[config.mk]
export PLATFORM = sky130hd
export DESIGN_NAME = key_cursor_ctrl
export DESIGN_NICKNAME = d
export VERILOG_FILES = /design/src/rtl/key_cursor_pkg.sv /design/src/rtl/key_debounce.sv /design/src/rtl/key_cursor_ctrl.sv
export SDC_FILE = /design/constraint.sdc
export NUM_CORES = 1
export LEC_CHECK = 0
export BUFFER_PORTS_ARGS = -buffer_cell sky130_fd_sc_hd__buf_2
export CORE_UTILIZATION = 54
export DETAILED_ROUTE_END_ITERATION = 10
export PLACE_DENSITY_LB_ADDON = 0.08
export SYNTH_ARGS = -nofsm -noshare
export SYNTH_HDL_FRONTEND = slang
export SYNTH_HIERARCHICAL = 1
export SYNTH_SLANG_ARGS = --single-unit
[constraint.sdc]
create_clock -name clk -period 3.65 [get_ports clk]
set_input_delay 1.095 -clock clk [delete_from_list [all_inputs] [get_ports clk]]
set_output_delay 1.095 -clock clk [all_outputs]
set_load 0.005 [all_outputs]
[src/rtl/key_cursor_pkg.sv]
// Shared constants and types for the key-driven cursor drawing block.
// Grid geometry, pixel-buffer address width, FSM states, key bit indices.
package key_cursor_pkg;

  localparam int GRID_DIM  = 28;
  localparam int PIX_COUNT = GRID_DIM * GRID_DIM;
  localparam int ADDR_W    = 10;

  localparam int KEY_RIGHT = 3;
  localparam int KEY_LEFT  = 2;
  localparam int KEY_UP    = 1;
  localparam int KEY_DOWN  = 0;

  typedef enum logic [1:0] {
    IDLE  = 2'd0,
    WRITE = 2'd1,
    CLEAR = 2'd2
  } state_e;

endpackage

[src/rtl/key_debounce.sv]
// One push-button: 2-flop synchronizer, stability counter, and a
// single-cycle press pulse on an accepted high-to-low level change.
module key_debounce #(
  parameter int DEBOUNCE_CYCLES = 250
) (
  input  logic clk,
  input  logic resetn,
  input  logic key_n,
  output logic press
);

  localparam int CW = $clog2(DEBOUNCE_CYCLES + 1);

  logic [1:0]    sync_q, sync_d;
  logic          stable_q, stable_d;
  logic [CW-1:0] cnt_q, cnt_d;
  logic          press_q, press_d;

  always_comb begin
    sync_d   = {sync_q[0], key_n};
    stable_d = stable_q;
    cnt_d    = '0;
    press_d  = 1'b0;
    if (sync_q[1] != stable_q) begin
      if (cnt_q == CW'(DEBOUNCE_CYCLES - 1)) begin
        stable_d = sync_q[1];
        press_d  = ~sync_q[1];
      end else begin
        cnt_d = cnt_q + CW'(1);
      end
    end
  end

  always_ff @(posedge clk or negedge resetn) begin
    if (!resetn) begin
      sync_q   <= 2'b11;
      stable_q <= 1'b1;
      cnt_q    <= '0;
      press_q  <= 1'b0;
    end else begin
      sync_q   <= sync_d;
      stable_q <= stable_d;
      cnt_q    <= cnt_d;
      press_q  <= press_d;
    end
  end

  assign press = press_q;

endmodule

[src/rtl/key_cursor_ctrl.sv]
// Moves a cursor over a square grid from four debounced keys, inks
// the new position when drawing, and sweeps the buffer blank on clear.
module key_cursor_ctrl #(
  parameter int DEBOUNCE_CYCLES = 250,
  parameter int GRID_DIM        = key_cursor_pkg::GRID_DIM
) (
  input  logic       clk,
  input  logic       resetn,
  input  logic [3:0] key_n,
  input  logic       draw_en,
  input  logic       clear,
  output logic [4:0] cursor_x,
  output logic [4:0] cursor_y,
  output logic       mem_wr_en,
  output logic [9:0] mem_addr,
  output logic       mem_wdata,
  output logic       busy
);

  import key_cursor_pkg::*;

  localparam int         PIX  = GRID_DIM * GRID_DIM;
  localparam logic [4:0] CMAX = 5'(GRID_DIM - 1);

  logic [3:0]        press;
  state_e            state_q, state_d;
  logic [4:0]        x_q, x_d;
  logic [4:0]        y_q, y_d;
  logic [ADDR_W-1:0] clr_q, clr_d;
  logic [ADDR_W-1:0] cur_addr;

  for (genvar i = 0; i < 4; i++) begin : g_key
    key_debounce #(
      .DEBOUNCE_CYCLES(DEBOUNCE_CYCLES)
    ) u_key (
      .clk   (clk),
      .resetn(resetn),
      .key_n (key_n[i]),
      .press (press[i])
    );
  end

  // Opposing presses cancel; moves stop at the grid edges.
  function automatic logic [4:0] step(
    input logic [4:0] v,
    input logic       inc,
    input logic       dec
  );
    step = v;
    if (inc && !dec && v != CMAX)
      step = v + 5'd1;
    else if (dec && !inc && v != 5'd0)
      step = v - 5'd1;
  endfunction

  assign cur_addr = ADDR_W'(y_q) * ADDR_W'(GRID_DIM)
                  + ADDR_W'(x_q);

  always_comb begin
    state_d   = state_q;
    x_d       = x_q;
    y_d       = y_q;
    clr_d     = clr_q;
    mem_wr_en = 1'b0;
    mem_wdata = 1'b0;
    mem_addr  = cur_addr;
    busy      = 1'b0;
    unique case (state_q)
      IDLE: begin
        if (clear) begin
          state_d = CLEAR;
          clr_d   = '0;
        end else if (|press) begin
          x_d = step(x_q, press[KEY_RIGHT], press[KEY_LEFT]);
          y_d = step(y_q, press[KEY_DOWN], press[KEY_UP]);
          if (draw_en)
            state_d = WRITE;
        end
      end
      WRITE: begin
        mem_wr_en = 1'b1;
        mem_wdata = 1'b1;
        state_d   = IDLE;
      end
      CLEAR: begin
        busy      = 1'b1;
        mem_wr_en = 1'b1;
        mem_addr  = clr_q;
        if (clr_q == ADDR_W'(PIX - 1))
          state_d = IDLE;
        else
          clr_d = clr_q + ADDR_W'(1);
      end
      default: state_d = IDLE;
    endcase
  end

  always_ff @(posedge clk or negedge resetn) begin
    if (!resetn) begin
      state_q <= IDLE;
      x_q     <= '0;
      y_q     <= '0;
      clr_q   <= '0;
    end else begin
      state_q <= state_d;
      x_q     <= x_d;
      y_q     <= y_d;
      clr_q   <= clr_d;
    end
  end

  assign cursor_x = x_q;
  assign cursor_y = y_q;

endmodule

==> summary.txt <==
Outcome
  – Status: complete, but fails checks
  – Failing checks: setup timing

Floorplanning
  – Die area: 7920 µm²
  – Die outline height: 89.0 µm
  – # IOs: 31
  – Core ar.: 7290 µm²
  – Initial Util: 0.560
  – Number of cell rows: 31
  – Die X: just under 90 µm

Clock network
  – H-tree Lvls: 3
  – CTS Root Cell: clkbuf_8
  – CTS tree: yes
  – Clk slew on worst S/H paths: 70 ps
  – Worst-Skew Late Latency: 340 ps
  – CTS Buf Count: 9
  – Clk buf depth: 2
  – Num Clock Sinks: 70

Timing
  – # setup viols final: 4
  – Fmax: roughly 250 MHz
  – Final Hold Viols: 0
  – Worst Skew: 17.0 ps
  – Worst Max-Slew Pin Slew: ~770 ps
  – Period Utilization, post-route: 1.10
  – Slew margin rel.: 0.486
  – Fin crit period: 4010 ps
  – RSZ-0062 raised after global routing: yes
  – Final setup margin: -363 ps
  – Max Slew Vio Count: 0

Finish
  – Synth-to-Final Area Change: 15.7%
  – Multi-input logic area: approximately 2400 µm²
  – Layout cells sized above 1: 0.232
  – Final net count: 486
  – Cell Count, Final, Fillers Out: about 540
  – Register area: between 1500 and 2000 µm²
  – # diodes: 0
  – FILL cells: 626

Detailed routing
  – # DRC: 0
  – Detailed-router iteration count before antenna repair: 4
  – Routed len/inst: 13.9 µm
  – WL final: between 7000 and 8000 µm
  – Drt via density: 5.39
  – ANT nets after route: 0
  – Via Count: slightly below 3000
  – Iter 0 DRT Violations: 139

Synth
  – Synth Area in Compound Gates: 0.107
  – Register area share after synthesis: 0.432
  – Post-synthesis mux area share: 0.0352
  – Yosys warnings: 6
  – Synth area leaders: dfrtp_1, ha_1, dfstp_2, xnor2_1, fa_1
  – Top_reg_cell synth: dfrtp_1
  – Unique masters post-synth: 51
  – Top cells by count, synth: dfrtp_1, nor2_1, ha_1, nand2_1
  – Synth Cell Area: between 4000 and 5000 µm²
  – Post-Synth Adder-Cell Area: 0.134
  – Largest family of logic cells by synthesized area: simple AND/OR/NAND/NOR gates
  – Number of synthesized flops with an enable pin: 0
  – Ys async rst share: 1.00
  – Synthesized Nets: around 440
  – Top-count cell post-synth: dfrtp_1
  – Post-Syn Area per Cell: approximately 10 µm²
  – Post-Synth XOR/XNOR Area: 0.0772
  – Synthesized flop and latch total: 70
  – Share of the synthesized area in the top cell type: 0.355
  – Yosys top cell by area: dfrtp_1
  – Simple-gate area share of the yosys netlist: 0.195
  – Cells after synthesis: 391

Hold path
  – HP Start: g_key[2].u_key/sync_q[0]
  – Hold Path Sink: g_key[2].u_key/sync_q[1]
  – Hold depth: 0
  – HP Class: reg -> reg

Critical path
  – Worst path bufs/invs: 1
  – Crit Path Category: reg -> out
  – WP data arrival: 2920 ps
  – Largest stage delay on the critical path: 500 ps
  – Worst flop-to-flop path endpoint: cursor_y[4]
  – Worst r2r path cells: 11
  – Worst endpoint required time: 2550 ps
  – CP max-delay cell: or4_4
  – Worst path top cell family by delay: adder cells
  – Critical path peak fanout: 3
  – R2R Path Start: cursor_y[2]
  – R2R Setup Slk: roughly 1100 ps
  – Critical path capture point type: output port
  – Critical path startpoint category: flip-flop
  – Critical-path cell list: fa_1 -> ha_2 -> fa_2 -> and3b_1 -> or4_4 -> o2111ai_2 -> xnor2_1 -> o21ai_1 -> buf_2

Global routing
  – First-pass GRT wire length: 12400 µm
  – Total gr overflow: 0
  – GRT Total Usage: 0.207
  – Vias in the first global route: 2832
  – Initial antenna violation count: 0
  – Largest net degree at the start of global routing: 39

Placed design
  – Cell count after placement: 527
  – Detailed Place HPWL: 5500 µm
  – Placer congestion estimate: 0.792
  – # port buffers: 30

Run
  – # Max-Cap Violations: 0

Pwr
  – Pwr/cell area: 355 nW/µm²
  – Peak VDD IR: 0.272 mV
  – Final Power: between 1.5 and 2 mW
  – LEAKAGE: roughly 2.1 nW
## power by group
group          switching, mW  total, mW  internal [mW]
Sequential            0.0359      0.850          0.814
Clock                  0.285      0.549          0.264
Combinational          0.161      0.282          0.121
## flip-flops by register name, summed over array words and instances (netlist names)
register,flops
g_key.u_key/stable_q,4
cursor_x,5
state_q,2
g_key.u_key/sync_q,8
g_key.u_key/press,4
clr_q,10
g_key.u_key/cnt_q,32
cursor_y,5
## worst max-delay path by stage
stage / startpoint / end / depth (start not counted)
4_1_cts: cursor_y[2] / mem_addr[9] / 9
2_1_floorplan: cursor_y[1] / mem_addr[9] / 8
5_1_grt: cursor_y[2] / mem_addr[8] / 10
6_report: cursor_y[2] / mem_addr[9] / 9
3_5_place_dp: cursor_y[1] / mem_addr[9] / 9
3_3_place_gp: cursor_y[1] / mem_addr[9] / 9
## per-layer routing
metal	vias to the layer above	global-route usage	routed length, µm
li1	1476	-	-
met1	1392	0.268	3610
met2	44	0.338	3520
met3	15	0.0499	255
met4	0	0.0794	143
met5	-	0	0
## worst register-to-register path: cells and delay by family (launching register included)
kind	cells	cell delay, ps
compound gates	2	370
xor+xnor	2	290
buf+inv	2	240
simple gates	3	480
fa+ha+maj	2	710
flops	1	400
## per-stage QoR
stage          setup slack [ps]   util  hold WS, ps  TNS, ps  area, µm²
4_1_cts                    -372  0.638          358    -1210       4650
5_1_grt                    -506  0.648          362    -1700       4730
3_5_place_dp               -112  0.608          347     -226       4440
3_3_place_gp              -55.5  0.608          346    -55.5       4440
6_report                   -363  0.648          356    -1100       4730
2_1_floorplan              12.7      -          345        0       4090
## cell type report
type | count | share of cell area
clock inverter | 4 | 0.00503
timing repair buffer | 40 | 0.0511
sequential | 70 | 0.374
inverter | 18 | 0.0143
multi-input combinational | 300 | 0.499
tap | 99 | 0.0262
clock buffer | 12 | 0.0307
## kinds of logic after synthesis
group | count (synthesis)
DFF | 70
muxes | 13
adders and majority gates | 39
and+or+nand+nor | 141
AOI/OAI and AO/OA | 71
buffers and inverters | 21
xor gates and xnor gates | 36
## cell usage in the layout, fill, tap and decap left out, types with 3 or more instances in the layout
cell type  instances
xor2_1            16
nor2b_1            3
or4_1              5
a31oi_1            5
nand4_2            4
nand2_1           29
dfstp_2           12
nand3_2            5
nor4b_1            5
mux2_2             5
or3_1             10
o21ai_0            6
nand2b_1          10
nand3b_1           4
inv_1             17
nand3_1           18
xnor2_1           17
buf_4              8
ha_1              29
o21bai_1           4
clkbuf_8          10
a21o_1             4
clkinv_2           3
a21oi_1           18
nor2_1            32
mux2_1             6
buf_2             30
o21ai_1           17
fa_1               7
dfrtp_1           57
## timing repair
| item | CTS | global route |
|---|---|---|
| resized for setup | 9 | 17 |
| setup buffers | 0 | 0 |
| endpoints found under the setup margin | 5 | 5 |
| pin swaps | 2 | 3 |
| hold buffers | 0 | 0 |
(Power assumes the default switching activity.)
